[src/rtl/grp_idx_sched_if.sv]
// Bundle between the group-index scheduler, its run controller, the channel
// source and the downstream group-index generator.
interface grp_idx_sched_if;
  logic        start;
  logic [15:0] num_ch;
  logic        in_valid;
  logic [15:0] in_data;
  logic        in_ready;
  logic        gen_valid;
  logic [15:0] gen_data;
  logic [15:0] gen_chidx;
  logic [15:0] gen_tmax;
  logic        ret_valid;
  logic [7:0]  ret_grp;
  logic        busy;
  logic        done;
  logic [7:0]  max_grp;

  modport master (
    output start, num_ch, in_valid, in_data, ret_valid, ret_grp,
    input  in_ready, gen_valid, gen_data, gen_chidx, gen_tmax, busy, done, max_grp
  );

  modport slave (
    input  start, num_ch, in_valid, in_data, ret_valid, ret_grp,
    output in_ready, gen_valid, gen_data, gen_chidx, gen_tmax, busy, done, max_grp
  );
endinterface

[src/rtl/grp_idx_sched.sv]
// Two-phase group-index scheduler: buffers per-channel FP16 abs-max values while
// tracking Tmax, then streams them to the generator and collects its results.
//
// state   | meaning
// IDLE    | waiting for start; n=0 runs complete here
// LOAD    | accepting channel values into the buffer, tracking Tmax
// ISSUE   | one buffered channel per cycle to the generator
// DRAIN   | waiting for the remaining generator results
module grp_idx_sched #(
  parameter int NUM_CH = 64,
  parameter int AW     = $clog2(NUM_CH)
) (
  input logic             clk,
  input logic             rst,
  grp_idx_sched_if.slave  bus
);

  localparam int CW = $clog2(NUM_CH + 1);

  localparam logic [1:0] S_IDLE  = 2'd0;
  localparam logic [1:0] S_LOAD  = 2'd1;
  localparam logic [1:0] S_ISSUE = 2'd2;
  localparam logic [1:0] S_DRAIN = 2'd3;

  logic [1:0]    state;
  logic [CW-1:0] n_q;
  logic [CW-1:0] wr_cnt;
  logic [CW-1:0] rd_cnt;
  logic [CW-1:0] ret_cnt;
  logic [14:0]   tmax;
  logic          zero_pend;

  logic [14:0]   mem [NUM_CH];

  logic [CW-1:0] n_clamp;
  logic [CW-1:0] ret_cnt_nxt;
  logic          beat;
  logic          ret_take;
  logic          unused_sign;

  assign unused_sign  = bus.in_data[15];
  assign bus.in_ready = (state == S_LOAD);
  assign bus.busy     = (state != S_IDLE);
  assign bus.gen_tmax = {1'b0, tmax};

  assign beat        = bus.in_valid & (state == S_LOAD);
  // Results are only meaningful once issue has begun; the generator's
  // valid_out is not reset and may be high while we idle or load.
  assign ret_take    = bus.ret_valid & ((state == S_ISSUE) | (state == S_DRAIN));
  assign ret_cnt_nxt = ret_cnt + CW'(ret_take);

  always_comb begin
    n_clamp = bus.num_ch[CW-1:0];
    if (bus.num_ch > 16'(NUM_CH)) begin
      n_clamp = CW'(NUM_CH);
    end
  end

  always_ff @(posedge clk) begin
    if (beat) begin
      mem[wr_cnt[AW-1:0]] <= bus.in_data[14:0];
    end
  end

  always_ff @(posedge clk or posedge rst) begin
    if (rst) begin
      state         <= S_IDLE;
      n_q           <= '0;
      wr_cnt        <= '0;
      rd_cnt        <= '0;
      ret_cnt       <= '0;
      tmax          <= '0;
      zero_pend     <= 1'b0;
      bus.gen_valid <= 1'b0;
      bus.gen_data  <= '0;
      bus.gen_chidx <= '0;
      bus.done      <= 1'b0;
      bus.max_grp   <= '0;
    end else begin
      bus.done  <= 1'b0;
      zero_pend <= 1'b0;

      if (ret_take) begin
        ret_cnt <= ret_cnt_nxt;
        if (bus.ret_grp > bus.max_grp) begin
          bus.max_grp <= bus.ret_grp;
        end
      end

      case (state)
        S_IDLE: begin
          if (zero_pend) begin
            bus.done <= 1'b1;
          end
          if (bus.start) begin
            n_q         <= n_clamp;
            tmax        <= '0;
            bus.max_grp <= '0;
            wr_cnt      <= '0;
            rd_cnt      <= '0;
            ret_cnt     <= '0;
            if (n_clamp == '0) begin
              zero_pend <= 1'b1;
            end else begin
              state <= S_LOAD;
            end
          end
        end

        S_LOAD: begin
          if (beat) begin
            wr_cnt <= wr_cnt + 1'b1;
            // Unsigned compare of the magnitude bits orders non-negative FP16.
            if (bus.in_data[14:0] > tmax) begin
              tmax <= bus.in_data[14:0];
            end
            if (wr_cnt + 1'b1 == n_q) begin
              state <= S_ISSUE;
            end
          end
        end

        S_ISSUE: begin
          bus.gen_valid <= 1'b1;
          bus.gen_data  <= {1'b0, mem[rd_cnt[AW-1:0]]};
          bus.gen_chidx <= 16'(rd_cnt);
          rd_cnt        <= rd_cnt + 1'b1;
          if (rd_cnt == n_q - 1'b1) begin
            state <= S_DRAIN;
          end
        end

        S_DRAIN: begin
          bus.gen_valid <= 1'b0;
          if (ret_cnt_nxt == n_q) begin
            state    <= S_IDLE;
            bus.done <= 1'b1;
          end
        end

        default: state <= S_IDLE;
      endcase
    end
  end

endmodule

[src/flat_wrapper.sv]
// flat-port wrapper written by rule: the top's interface ports become plain ports
module grp_idx_sched_flat 
#(
  parameter int NUM_CH = 64,
  parameter int AW     = $clog2(NUM_CH)
)
  (clk, rst, bus_start, bus_num_ch, bus_in_valid, bus_in_data, bus_ret_valid, bus_ret_grp, bus_in_ready, bus_gen_valid, bus_gen_data, bus_gen_chidx, bus_gen_tmax, bus_busy, bus_done, bus_max_grp);
  grp_idx_sched_if bus_i ();
  input logic clk;
  input logic rst;
  input wire logic [$bits(bus_i.start)-1:0] bus_start;
  input wire logic [$bits(bus_i.num_ch)-1:0] bus_num_ch;
  input wire logic [$bits(bus_i.in_valid)-1:0] bus_in_valid;
  input wire logic [$bits(bus_i.in_data)-1:0] bus_in_data;
  input wire logic [$bits(bus_i.ret_valid)-1:0] bus_ret_valid;
  input wire logic [$bits(bus_i.ret_grp)-1:0] bus_ret_grp;
  output wire logic [$bits(bus_i.in_ready)-1:0] bus_in_ready;
  output wire logic [$bits(bus_i.gen_valid)-1:0] bus_gen_valid;
  output wire logic [$bits(bus_i.gen_data)-1:0] bus_gen_data;
  output wire logic [$bits(bus_i.gen_chidx)-1:0] bus_gen_chidx;
  output wire logic [$bits(bus_i.gen_tmax)-1:0] bus_gen_tmax;
  output wire logic [$bits(bus_i.busy)-1:0] bus_busy;
  output wire logic [$bits(bus_i.done)-1:0] bus_done;
  output wire logic [$bits(bus_i.max_grp)-1:0] bus_max_grp;
  assign bus_i.start = bus_start;
  assign bus_i.num_ch = bus_num_ch;
  assign bus_i.in_valid = bus_in_valid;
  assign bus_i.in_data = bus_in_data;
  assign bus_i.ret_valid = bus_ret_valid;
  assign bus_i.ret_grp = bus_ret_grp;
  assign bus_in_ready = bus_i.in_ready;
  assign bus_gen_valid = bus_i.gen_valid;
  assign bus_gen_data = bus_i.gen_data;
  assign bus_gen_chidx = bus_i.gen_chidx;
  assign bus_gen_tmax = bus_i.gen_tmax;
  assign bus_busy = bus_i.busy;
  assign bus_done = bus_i.done;
  assign bus_max_grp = bus_i.max_grp;
  grp_idx_sched #(.NUM_CH(NUM_CH), .AW(AW)) u_core (.clk(clk), .rst(rst), .bus(bus_i));
endmodule
[config.mk]
export PLATFORM = sky130hd
export DESIGN_NAME = grp_idx_sched_flat
export DESIGN_NICKNAME = d
export VERILOG_FILES = /design/src/rtl/grp_idx_sched_if.sv /design/src/rtl/grp_idx_sched.sv /design/src/flat_wrapper.sv
export SDC_FILE = /design/constraint.sdc
export NUM_CORES = 1
export LEC_CHECK = 0
export ABC_AREA = 1
export CAP_MARGIN = 10
export CORE_MARGIN = 5
export CORE_UTILIZATION = 31
export CTS_CLUSTER_SIZE = 28
export DETAILED_ROUTE_END_ITERATION = 6
export HOLD_SLACK_MARGIN = 0.06
export PLACE_DENSITY = 0.42
export SLEW_MARGIN = 20
export SYNTH_ARGS = -nofsm -noshare
export SYNTH_HDL_FRONTEND = slang
export SYNTH_SLANG_ARGS = --single-unit
[constraint.sdc]
create_clock -name clk -period 4.03 [get_ports clk]
set_clock_uncertainty 0.05 [all_clocks]
set_input_delay 0.403 -clock clk [delete_from_list [all_inputs] [get_ports clk]]
set_output_delay 0.403 -clock clk [all_outputs]
set_load 0.01 [all_outputs]
# Word level (Yosys, flattened, before mapping)

Memory sizes are Yosys's and may differ from the RTL's. A register that Yosys moved wholly into a read port is not among the register bits.
Cells that the tools add are included.

RAM bits: 960
Memories: 1
Bits of input ports: 45
Word-level logic and storage cells: 78
Bits in registers: 63

Bitwise operators: 3
Equality and inequality tests: 13
Reductions and logical operators: 11
Add/subtract/negate cells: 4
Mux-type cells: 32
$lt $le $gt $ge: 3

Memory list:

| memory     | depth | width | rd ports | clocked after Yosys merged registers in | write ports | line                | RTL |
|---|---|---|---|---|---|---|---|
| u_core.mem | 64    | 15    | 1        | 1                                       | 1           | grp_idx_sched.sv:33 | `logic [14:0] mem [NUM_CH];` |

Operator list:

| kind                | number |
|---|---|
| $mux 15             | 3 |
| $mux 7              | 6 |
| $mux 8              | 4 |
| $pmux 15 s2         | 1 |
| $pmux 7 s2          | 2 |
| $eq 7x7->1          | 3 |
| $gt 16x7->1 const B | 1 |
| $gt 15x15->1        | 1 |
| $add 7x1->7 const B | 2 |
| $mux 2              | 6 |
| $gt 8x8->1          | 1 |
| $ne 2x2->1 const B  | 4 |
| $pmux 2 s4          | 1 |
| $reduce_bool 2->1   | 4 |
| $add 7x1->7         | 1 |
| $logic_not 7->1     | 1 |
| $mux 1              | 7 |
| $sub 7x1->7 const B | 1 |
| $ne 2x1->1 const B  | 3 |
| $reduce_and 6->1    | 1 |
| $eq 2x2->1 const B  | 2 |
| $pmux 1 s2          | 2 |
| $reduce_and 2->1    | 2 |
| $reduce_and 4->1    | 1 |
| 5 further kinds     | 6 |

# Logic depth before layout (Yosys ltp)

Depth in word-level cells: 7
Gate-level depth with buffers: 20
Depth with buffers taken out: 18

# Least setup slack after synthesis

No wires, ideal clock.

Path type: register to register
Start: register u_core.state[1]
End: memory u_core.mem[32][0] (enable)
Path slack: 0.574 ns
Buffers on the path: 1
Data required time: 3.554 ns
Arrival time: 2.980 ns
Stages on the path, launching flop included: 8
Cells stage by stage: dfrtp_1 -> inv_1 -> ha_1 -> clkbuf_1 -> nand2_1 -> clkinv_1 -> nand4_1 -> nor4_1

Cells in the longest elaborated chain, start to end: 4

RTL lines:

| element                      | line                 | RTL |
|---|---|---|
| start, declared              | grp_idx_sched.sv:25  | `logic [1:0] state;` |
| start signal, assigned       | grp_idx_sched.sv:67  | `state <= S_IDLE;` |
| start signal, assigned       | grp_idx_sched.sv:105 | `state <= S_LOAD;` |
| start signal, assigned       | grp_idx_sched.sv:118 | `state <= S_ISSUE;` |
| $eq 2x1->1                   | n/a                  |  |
| named net bus_in_ready       | flat_wrapper.sv:17   | `output wire logic [$bits(bus_i.in_ready)-1:0] bus_in_ready;` |
| $and 1x1->1                  | grp_idx_sched.sv:46  | `assign beat = bus.in_valid & (state == S_LOAD);` |
| $mux 1                       | grp_idx_sched.sv:60  | `if (beat) begin` |
| $mux 1 (not written as such) | grp_idx_sched.sv:61  | `mem[wr_cnt[AW-1:0]] <= bus.in_data[14:0];` |
| end, declared                | grp_idx_sched.sv:33  |  |

The timed path passes the listed nets, and every way through them passes these cells.

# Final worst setup path

Start: register u_core.state[0]
End: register u_core.state[1]

Cells in the longest elaborated chain, start to end: 7

RTL lines:

| element                           | line                                     | RTL |
|---|---|---|
| $eq 2x2->1                        | grp_idx_sched.sv:49, grp_idx_sched.sv:90 |  |
| $or 1x1->1                        | grp_idx_sched.sv:49                      | `assign ret_take = bus.ret_valid & ((state == S_ISSUE) \| (state == S_DRAIN));` |
| $and 1x1->1                       | grp_idx_sched.sv:49                      |  |
| $add 7x1->7                       | grp_idx_sched.sv:50                      | `assign ret_cnt_nxt = ret_cnt + CW'(ret_take);` |
| $eq 7x7->1                        | grp_idx_sched.sv:135                     | `if (ret_cnt_nxt == n_q) begin` |
| $ne 2x2->1 (no source line)       | n/a                                      |  |
| $reduce_and 6->1 (no source line) | n/a                                      |  |

Parallel ways exist; a longest one is shown, timed or not.
A chain may end at the register's enable or synchronous reset.

==> impl_metrics.tcl <==
set metrics [dict create \
    synth-edff-count 960 \
    rsz0062_at_grt "no" \
    synth_compound_area_share_pct 10.3 \
    h-tree-depth 3 \
    fmax_mhz 308 \
    drv_cap 0 \
    drive_above_1_share_pct 8.69 \
    slowest_stage "o21ai_0" \
    power.total_mw 30.1 \
    finalCritPeriodShare_pct 80.6 \
    irDropWorstVdd_mv 0.380 \
    worstSetupEndpointType "flip-flop" \
    cp.required_ns 4.58 \
    routedWlPerCell_um 24.4 \
    vias 28300 \
    yosys_register_bits 1038 \
    holdCritPathClass "in2reg" \
    synthAdderAreaFrac_pct 0.933 \
    insertion_delay_ns 0.72 \
    yosys.area_share.simple_pct 13.1 \
    status "complete, no violations" \
    initial_core_util_pct 31.2 \
    grt_max_degree 106 \
    post-cts-setup-buffers 0 \
    synth-seq-area-share_pct 71.7 \
    met1Wirelength_um 64600 \
    worst_pin_slew_ns 1.09 \
    cts_resized 0 \
    crit_fanout 11 \
    cp-start-kind "flip-flop" \
    die_h_um 382 \
    die_x_um 382 \
    powerDensity_nw_per_um2 606 \
    drc_errors 0 \
    cpPeakStageDelay_ns 0.48 \
    clockRootBuffer "clkbuf_16" \
    gr-total-overflow 0 \
    dp.final_hpwl_um 80800 \
    clock-sinks 1038 \
    ff2ff_setup_slack_ns 0.78 \
    gp_congestion 0.810 \
    antenna_found_initial 11 \
    tritoncts "yes" \
    synthXorXnorAreaFrac_pct 0.143 \
    met2WireLength_um 62400 \
    clkPwrFrac_pct 32.2 \
    critPathKind "reg2reg" \
    num_rows 136 \
    syn-cell-area_um2 42900 \
    crit_chain "inv_1, ha_1, o21ai_0, inv_1, ha_1, ha_1, xor2_1, nor2_1, nand3_1, nor2_1, nand3_1, nand2_1, nand3_1, nand2_1, nand2_1" \
    cts_hold_buf 3 \
    grt_pass1_vias 27000 \
    synthFlopType "edfxtp_1" \
    regArea_um2 30800 \
    multiInputGateArea_um2 10600 \
    syn_avg_cell_area_um2 11.8 \
    fin_nets 3852 \
    drt_first_pass_iters 6 \
    combPwrFrac_pct 26.5 \
    arrival_ns 3.80 \
    cts-buffers-inserted 111 \
    relSlewSlack_pct 27.5 \
    wl_met3_um 8270 \
    grt_pass1_wl_um 198000 \
    yosysUniqueCellTypes 37 \
    fin_setup_tns_ns 0 \
    syn_to_final_growth_pct 15.9 \
    sequentialPowerShare_pct 41.4 \
    hold_ws_ns 0.120 \
    cts.clk_slew.worst_paths_ns 0.06 \
    swShare_pct 33.8 \
    post-route-min-period_ns 3.25 \
    yosys_warnings 0 \
    die-area_um2 146000 \
    syn_inst 3634 \
    gr-usage-all-layers_pct 18.5 \
    power.internal_mw 19.9 \
    dr.max_layer_used "met5" \
    numPortBuffers 92 \
    hold_depth 1 \
    p_sw_mw 10.2 \
    via_per_inst 5.00 \
    slew_viol_final 0 \
    ant_nets 0 \
    synth_top_family_by_area "simple AND/OR/NAND/NOR gates" \
    reg2reg_depth 15 \
    routed_wl_um 138000 \
    io_pins 105 \
    fillers 13500 \
    core-area_um2 137000 \
    synth_mux_area_share_pct 0 \
    hold_viol_final 0 \
    setup_viol 0 \
    drt-initial-drc-count 2557 \
    async_flop_share_pct 7.51 \
    clock_path_buffers 3 \
    p_leak_nw 16.9 \
]
## stage by stage
step           utilization, %  cell area (um2)  cells  setup WS (ns)
2_1_floorplan               -            42900   3644          0.574
3_3_place_gp             33.7            46300   5453          0.698
3_5_place_dp             33.7            46300   5453          0.735
4_1_cts                  36.2            49700   5659          0.712
5_1_grt                  36.2            49700   5659          0.414
6_report                 36.2            49700   5664          0.782
## layer usage
layer | up-vias | track usage (%)
met5 | - | 0
met4 | 2 | 4.95
met3 | 154 | 3.18
met2 | 747 | 28.7
met1 | 14200 | 26.9
li1 | 13200 | -
## layout make-up
type | count | share of cell area, %
antenna | 5 | 0.0252
clock buffer | 149 | 5.96
clock inverter | 54 | 0.795
inverter | 113 | 0.876
multi-input combinational | 2262 | 21.3
sequential | 1038 | 61.9
tap | 1794 | 4.51
timing repair buffer | 249 | 4.63
## Yosys cell counts (31+ instances only)
cell / number / area [um2]
edfxtp_1: 960 / 28800
nor2_1: 768 / 2880
o21ai_0: 475 / 2380
nand2_1: 427 / 1600
nand3_1: 173 / 866
o211ai_1: 110 / 826
inv_1: 105 / 394
clkbuf_1: 99 / 372
o22ai_1: 88 / 551
dfrtp_1: 78 / 1950
buf_2: 69 / 345
o21ai_1: 65 / 325
a21oi_1: 58 / 290
ha_1: 32 / 400
buf_4: 31 / 233
## state kept, by name (all words and copies together), names as in the netlist, 7 cells and up
signal and count:
u_core.mem 960, u_core.bus.gen_data 15, u_core.rd_cnt 7, u_core.n_q 7
u_core.bus.gen_chidx 7, u_core.wr_cnt 7, u_core.tmax 15, u_core.bus.max_grp 8
u_core.ret_cnt 7
## layout by cell type, fill, tap and decap left out, types with 17 or more instances in the layout
cell type	n
inv_1	104
buf_12	20
o211ai_1	110
dfrtp_1	75
ha_1	32
a21oi_1	58
nor2_1	767
clkbuf_16	112
nand2_1	427
nand3_1	173
clkinv_1	30
o21ai_0	475
o22ai_1	88
clkdlybuf4s50_1	77
nand4_1	17
o21ai_1	65
edfxtp_1	960
clkbuf_1	35
buf_4	142
## worst max-delay path, delay by kind of cell, from the launching register on
| family | cells | cell delay, ns |
|---|---|---|
| simple gates | 8 | 0.84 |
| fa+ha+maj | 3 | 0.82 |
| compound gates | 1 | 0.48 |
| flops | 1 | 0.40 |
| buf+inv | 2 | 0.38 |
| xor+xnor | 1 | 0.17 |
## power by group through the flow
stage | logic, mW | registers [mW] | clock network (mW)
after floorplan | 4.71 | 12.6 | 0
after global placement | 8.11 | 12.7 | 0
after detailed placement | 8.10 | 12.7 | 0
after CTS | 8.13 | 12.5 | 9.93
after global routing | 8.82 | 12.5 | 10.4
final | 7.97 | 12.5 | 9.68
## cell families (layout without fill, tap and decap cells)
family	after synthesis	in the layout
adders and majority gates	32	32
DFF	1038	1038
other	1	16
buffers and inverters	344	565
and+or+nand+nor	1408	1408
xor gates and xnor gates	7	7
AOI/OAI and AO/OA	804	804
## path summary, 6_finish.rpt
path / from / endpoint
worst max-delay path: u_core.state[0]$_DFFE_PP0P_ / u_core.state[1]$_DFFE_PP0P_
worst min-delay path: bus_in_data[8] / u_core.mem[20][8]$_DFFE_PP_
worst max register to register: u_core.state[0]$_DFFE_PP0P_ / u_core.state[1]$_DFFE_PP0P_
worst min register to register: u_core.bus.gen_data[0]$_DFFE_PP0P_ / u_core.bus.gen_data[0]$_DFFE_PP0P_
max in group asynchronous: rst / u_core.bus.gen_data[13]$_DFFE_PP0P_
min in group asynchronous: rst / u_core.tmax[6]$_DFFE_PP0P_
(Power assumes the default switching activity.)
